<file path="config.mk">
export PLATFORM = sky130hd
export DESIGN_NAME = mtimer_flat
export DESIGN_NICKNAME = d
export VERILOG_FILES = /design/src/rtl/mtimer_if.sv /design/src/rtl/mtimer.sv /design/src/flat_wrapper.sv
export SDC_FILE = /design/constraint.sdc
export NUM_CORES = 1
export LEC_CHECK = 0
export CORE_MARGIN = 3
export CORE_UTILIZATION = 40
export CTS_CLUSTER_SIZE = 12
export DETAILED_ROUTE_END_ITERATION = 7
export PLACE_DENSITY = 0.62
export SYNTH_ARGS = -nofsm -noshare
export SYNTH_HDL_FRONTEND = slang
export SYNTH_SLANG_ARGS = --single-unit
</file>
<file path="constraint.sdc">
create_clock -name clk -period 3.45 [get_ports clk]
set_input_delay 1.035 -clock clk [delete_from_list [all_inputs] [get_ports clk]]
set_output_delay 1.035 -clock clk [all_outputs]
set_load 0.02 [all_outputs]
</file>
<file path="src/rtl/mtimer_if.sv">
// Pipeline data-bus bundle between the core (master) and a memory-mapped peripheral (slave).
interface mtimer_if;
  logic        mem_valid;
  logic        mem_write;
  logic [3:0]  mem_wmask;
  logic [31:0] mem_wdata;
  logic [31:0] mem_addr;
  logic [31:0] mem_rdata;

  modport master (
    output mem_valid,
    output mem_write,
    output mem_wmask,
    output mem_wdata,
    output mem_addr,
    input  mem_rdata
  );

  modport slave (
    input  mem_valid,
    input  mem_write,
    input  mem_wmask,
    input  mem_wdata,
    input  mem_addr,
    output mem_rdata
  );
endinterface

</file>
<file path="src/rtl/mtimer.sv">
// RISC-V machine timer (mtime/mtimecmp) on the Pipeline data bus with registered read data and irq.
// Optional macro MTIMER_LATCH_EN: low-word read of mtime latches the high word for tear-free 64-bit reads.
module mtimer #(
  parameter logic [31:0] BASE_ADDR = 32'h4400_0000,
  parameter int unsigned PRESCALE  = 1
) (
  input  logic     clk,
  input  logic     rstn,
  mtimer_if.slave  bus,
  output logic     irq_timer
);

  localparam int unsigned XLEN = 32;
  localparam int unsigned TW   = 64;
  localparam int unsigned PW   = 16;
  localparam int unsigned OW   = 16;

  localparam logic [PW-1:0] PRESC_LAST  = PW'(PRESCALE - 1);
  localparam logic [OW-1:0] OFF_CMP_LO  = 16'h4000;
  localparam logic [OW-1:0] OFF_CMP_HI  = 16'h4004;
  localparam logic [OW-1:0] OFF_TIME_LO = 16'hbff8;
  localparam logic [OW-1:0] OFF_TIME_HI = 16'hbffc;

  logic [PW-1:0]   presc_q, presc_d;
  logic [TW-1:0]   mtime_q, mtime_d;
  logic [TW-1:0]   mtimecmp_q, mtimecmp_d;
  logic [XLEN-1:0] rdata_q, rdata_d;
  logic            irq_q, irq_d;
`ifdef MTIMER_LATCH_EN
  logic [XLEN-1:0] shadow_q, shadow_d;
`endif

  logic            tick;
  logic [TW-1:0]   mtime_next;
  logic            decoded;
  logic            wr_en;
  logic            rd_en;
  logic [OW-1:0]   offset;

  // Byte-lane merge: enabled lanes take the bus data, others keep the base word.
  function automatic logic [XLEN-1:0] merge_bytes(input logic [XLEN-1:0] base_w,
                                                  input logic [XLEN-1:0] new_w,
                                                  input logic [3:0]      mask);
    logic [XLEN-1:0] res;
    res = base_w;
    for (int i = 0; i < 4; i++) begin
      if (mask[i]) res[8*i +: 8] = new_w[8*i +: 8];
    end
    return res;
  endfunction

  assign decoded = bus.mem_valid && (bus.mem_addr[31:16] == BASE_ADDR[31:16]);
  assign wr_en   = decoded && bus.mem_write;
  assign rd_en   = decoded && !bus.mem_write;
  assign offset  = bus.mem_addr[OW-1:0];

  always_comb begin
    presc_d    = presc_q + PW'(1);
    tick       = 1'b0;
    mtime_d    = '0;
    mtimecmp_d = mtimecmp_q;
    rdata_d    = rdata_q;
    irq_d      = (mtime_q >= mtimecmp_q);
`ifdef MTIMER_LATCH_EN
    shadow_d   = shadow_q;
`endif

    if (presc_q == PRESC_LAST) begin
      tick    = 1'b1;
      presc_d = '0;
    end

    // Tick carry lives in mtime_next; a low-word write never adds a carry of its own.
    mtime_next = mtime_q + TW'(tick);
    mtime_d    = mtime_next;

    if (wr_en) begin
      case (offset)
        OFF_CMP_LO:  mtimecmp_d[31:0]  = merge_bytes(mtimecmp_q[31:0],  bus.mem_wdata, bus.mem_wmask);
        OFF_CMP_HI:  mtimecmp_d[63:32] = merge_bytes(mtimecmp_q[63:32], bus.mem_wdata, bus.mem_wmask);
        OFF_TIME_LO: mtime_d[31:0]     = merge_bytes(mtime_next[31:0],  bus.mem_wdata, bus.mem_wmask);
        OFF_TIME_HI: mtime_d[63:32]    = merge_bytes(mtime_next[63:32], bus.mem_wdata, bus.mem_wmask);
        default: ;
      endcase
    end

    // Read data reflects register values before this edge's update.
    if (rd_en) begin
      case (offset)
        OFF_CMP_LO:  rdata_d = mtimecmp_q[31:0];
        OFF_CMP_HI:  rdata_d = mtimecmp_q[63:32];
        OFF_TIME_LO: begin
          rdata_d  = mtime_q[31:0];
`ifdef MTIMER_LATCH_EN
          shadow_d = mtime_q[63:32];
`endif
        end
`ifdef MTIMER_LATCH_EN
        OFF_TIME_HI: rdata_d = shadow_q;
`else
        OFF_TIME_HI: rdata_d = mtime_q[63:32];
`endif
        default:     rdata_d = '0;
      endcase
    end
  end

  always_ff @(posedge clk or negedge rstn) begin
    if (!rstn) begin
      presc_q    <= '0;
      mtime_q    <= '0;
      mtimecmp_q <= '1;
      rdata_q    <= '0;
      irq_q      <= 1'b0;
`ifdef MTIMER_LATCH_EN
      shadow_q   <= '0;
`endif
    end else begin
      presc_q    <= presc_d;
      mtime_q    <= mtime_d;
      mtimecmp_q <= mtimecmp_d;
      rdata_q    <= rdata_d;
      irq_q      <= irq_d;
`ifdef MTIMER_LATCH_EN
      shadow_q   <= shadow_d;
`endif
    end
  end

  assign bus.mem_rdata = rdata_q;
  assign irq_timer     = irq_q;

endmodule
</file>
<file path="src/flat_wrapper.sv">
// flat-port wrapper written by rule: the top's interface ports become plain ports
module mtimer_flat 
#(
  parameter logic [31:0] BASE_ADDR = 32'h4400_0000,
  parameter int unsigned PRESCALE  = 1
)
  (clk, rstn, irq_timer, bus_mem_valid, bus_mem_write, bus_mem_wmask, bus_mem_wdata, bus_mem_addr, bus_mem_rdata);
  mtimer_if bus_i ();
  input  logic clk;
  input  logic rstn;
  output logic irq_timer;
  input wire logic [$bits(bus_i.mem_valid)-1:0] bus_mem_valid;
  input wire logic [$bits(bus_i.mem_write)-1:0] bus_mem_write;
  input wire logic [$bits(bus_i.mem_wmask)-1:0] bus_mem_wmask;
  input wire logic [$bits(bus_i.mem_wdata)-1:0] bus_mem_wdata;
  input wire logic [$bits(bus_i.mem_addr)-1:0] bus_mem_addr;
  output wire logic [$bits(bus_i.mem_rdata)-1:0] bus_mem_rdata;
  assign bus_i.mem_valid = bus_mem_valid;
  assign bus_i.mem_write = bus_mem_write;
  assign bus_i.mem_wmask = bus_mem_wmask;
  assign bus_i.mem_wdata = bus_mem_wdata;
  assign bus_i.mem_addr = bus_mem_addr;
  assign bus_mem_rdata = bus_i.mem_rdata;
  mtimer #(.BASE_ADDR(BASE_ADDR), .PRESCALE(PRESCALE)) u_core (.clk(clk), .rstn(rstn), .bus(bus_i), .irq_timer(irq_timer));
endmodule
</file>
==> results.yml <==
status:
  status: "complete, no violations"
yosys:
  syn-instance-count: 1039
  async_flop_share: 1.000
  syn-num-nets: 1179
  synth_edf_count: 0
  yosys.area_share.simple: 0.1709
  synthAdderAreaFrac: 0.08203
  ys.flop_type: "dfrtp_1"
  synth_seq_area_share: 0.4347
  ys_ff_latch: 177
  synth_compound_area_frac: 0.1287
  netlist_area_um2: 10370
  synth_top_family_by_area: "simple AND/OR/NAND/NOR gates"
  avgSynthCellArea_um2: 9.983
  yosysWarnings: 0
  yosys-top-cells-area: "dfrtp_1 (27%), dfstp_2 (16%), ha_1 (8.2%), mux2_2 (7.5%), a21oi_1 (3.6%)"
  synth.area.mux_share: 0.07491
  ys_types: 56
  yosysTopAreaCellShare: 0.2726
  synth_xor_area_frac: 0.06333
  synth_area_leader_cell: "dfrtp_1"
finish:
  layout_common_cells: "dfrtp_1 (113), clkdlybuf4s50_1 (103), nor2_1 (78), inv_1 (77)"
  synthToLayoutAreaGrowth_pct: 21.93
  n_antenna_cell: 0
  final_area_um2: 12650
  layout_commonest_cell: "dfrtp_1"
  drive_above_1_share: 0.1961
  fin_nets: 1305
  final_util: 0.4994
cts:
  htree_levels: 4
  cts_setup_buffers: 0
  numCtsBuffers: 17
  clkSinkCount: 177
  clk_path_buf_depth: 2
  cts_resized: 0
  hold_buffers: 0
  cts-root-buf: "clkbuf_16"
  cts_tree: "done"
  clk_pin_slew_ps: 80
  clk_latency_ps: 440
placed_design:
  portBuffers: 104
  gp_congestion: 0.8469
  place_area_um2: 12030
  hpwl_um: 21000
timing:
  final.period_utilization: 0.9213
  drv_slew: 0
  rsz0062_at_grt: "true"
  setup_viol: 0
  hold_viol_final: 0
  worstMarginPinSlew_ps: 729.8
  tns_ps: 0
  min_period_ps: 3178
  max_freq_mhz: 314.6
  relSlewSlack: 0.5009
  clock-skew-final_ps: 16.74
worst_setup_path:
  crit_path_start_kind: "flop"
  required_ps: 3770
  crit_slowest_cell: "dfrtp_1"
  endpoint_kind: "flop"
  crit_type: "flop to flop"
  rr_worst_depth: 12
  slowest_delay_ps: 440
  worstPathArrival_ps: 3500
  cpMostUsedCell: "ha_1"
  cp_cell_sequence: "inv_1, ha_1, nor4b_1, and4_1, ha_1, ha_1, nand4_1, nor3_2, nand4_1, nor4_4, xnor2_1, mux2_2"
  crit_fanout: 6
route:
  ant_nets: 0
  vias: 8283
  wirelength_um: 27800
  drcViolationCount: 0
  drt_iter0_markers: 462
  wl_per_cell_um: 18.43
  vias_per_cell: 5.493
  drtPass1Iterations: 5
min_path:
  holdPathStages: 2
  hp-class: "flop to flop"
power_and_ir_drop:
  power_density_nw_per_um2: 336.5
  p_leak_uw: 0.004971
  power_uw: 4256
  peakVddDrop_uv: 214.1
grt:
  grt_pass1_wl_um: 45710
  grt_pass1_vias: 8418
  grt_overflow: 0
  grt_max_degree: 65
  globalRouteTotalUtil: 0.2034
  antenna_found_initial: 0
die:
  dieArea_um2: 27900
  start_util: 0.4095
  die_x_um: 167.0
  core_area_um2: 25330
  row_count: 58
  top_level_ports: 105
  die_y_um: 167.0
flow_run:
  maxCapViolCount: 0
==> report_power, final <==
| part | total, uW | internal [uW] | leakage [uW] | switching [uW] |
|---|---|---|---|---|
| Clock | 2010 | 1050 | 0.000297 | 962 |
| Combinational | 170 | 80.6 | 0.00266 | 89.7 |
| Sequential | 2080 | 2080 | 0.00202 | 0.000176 |
| Total | 4260 | 3200 | 0.00497 | 1050 |
==> state kept, by name, summed over array words and instances, names as in the netlist <==
name	cells
u_core.mtime_q	64
u_core.mtimecmp_q	64
u_core.bus.mem_rdata	32
u_core.presc_q	16
u_core.irq_timer	1
==> routing by layer <==
layer | GRT usage | vias up | share of wire
met5 | 0 | - | 0
met4 | 0.05595 | 0 | 0.016
met3 | 0.03371 | 33 | 0.041
met2 | 0.3356 | 186 | 0.48
met1 | 0.2783 | 4061 | 0.46
li1 | - | 4003 | -
==> worst paths after layout <==
path                                          start                  endpoint  slack [ps]
max                               u_core.presc_q[0]        u_core.mtime_q[50]         270
min                        u_core.bus.mem_rdata[19]  u_core.bus.mem_rdata[19]         480
max reg2reg                       u_core.presc_q[0]        u_core.mtime_q[50]         270
min reg2reg                u_core.bus.mem_rdata[19]  u_core.bus.mem_rdata[19]         480
max in group asynchronous                      rstn     u_core.mtimecmp_q[62]        2000
min in group asynchronous                      rstn  u_core.bus.mem_rdata[11]         580
==> per-stage QoR <==
step,cells,hold WS [ps],setup WS (ps)
global placement,1476,460.8,133.4
floorplan,1039,459.9,529.1
global route,1508,506.8,-11.73
detailed placement,1476,469.3,75.86
finish,1508,475.8,271.6
CTS,1508,485.8,268.3
==> area by class of cell <==
| class | count | area (um^2) |
|---|---|---|
| Tap cell | 330 | 412.9 |
| Multi-Input combinational cell | 746 | 5399 |
| Clock buffer | 17 | 425.4 |
| Timing Repair Buffer | 146 | 1420 |
| Inverter | 77 | 289.0 |
| Clock inverter | 15 | 191.4 |
| Sequential cell | 177 | 4509 |
| Fill cell | 2338 | 12680 |
==> cells by family after synthesis <==
logic type,after synthesis
compound gates,207
fa+ha+maj,68
flops,177
xor+xnor,75
simple gates,327
buf+inv,116
mux,69
==> cells in the mapped netlist (all sizes together), types with 35 or more instances <==
cell   count
dfrtp    113
inv       77
o21ai     48
xnor2     40
dfstp     64
nand3     56
xor2      35
nor2      81
ha        68
mux2      69
nand2     76
a21oi     74
==> worst max-delay path, delay by kind of cell (launching register included) <==
family                     cells  cell delay (ps)
muxes                          1              270
buffers and inverters          1               80
xor gates and xnor gates       1               90
adders and majority gates      3              590
DFF                            1              440
and+or+nand+nor                6             1600
(Power assumes the default switching activity.)
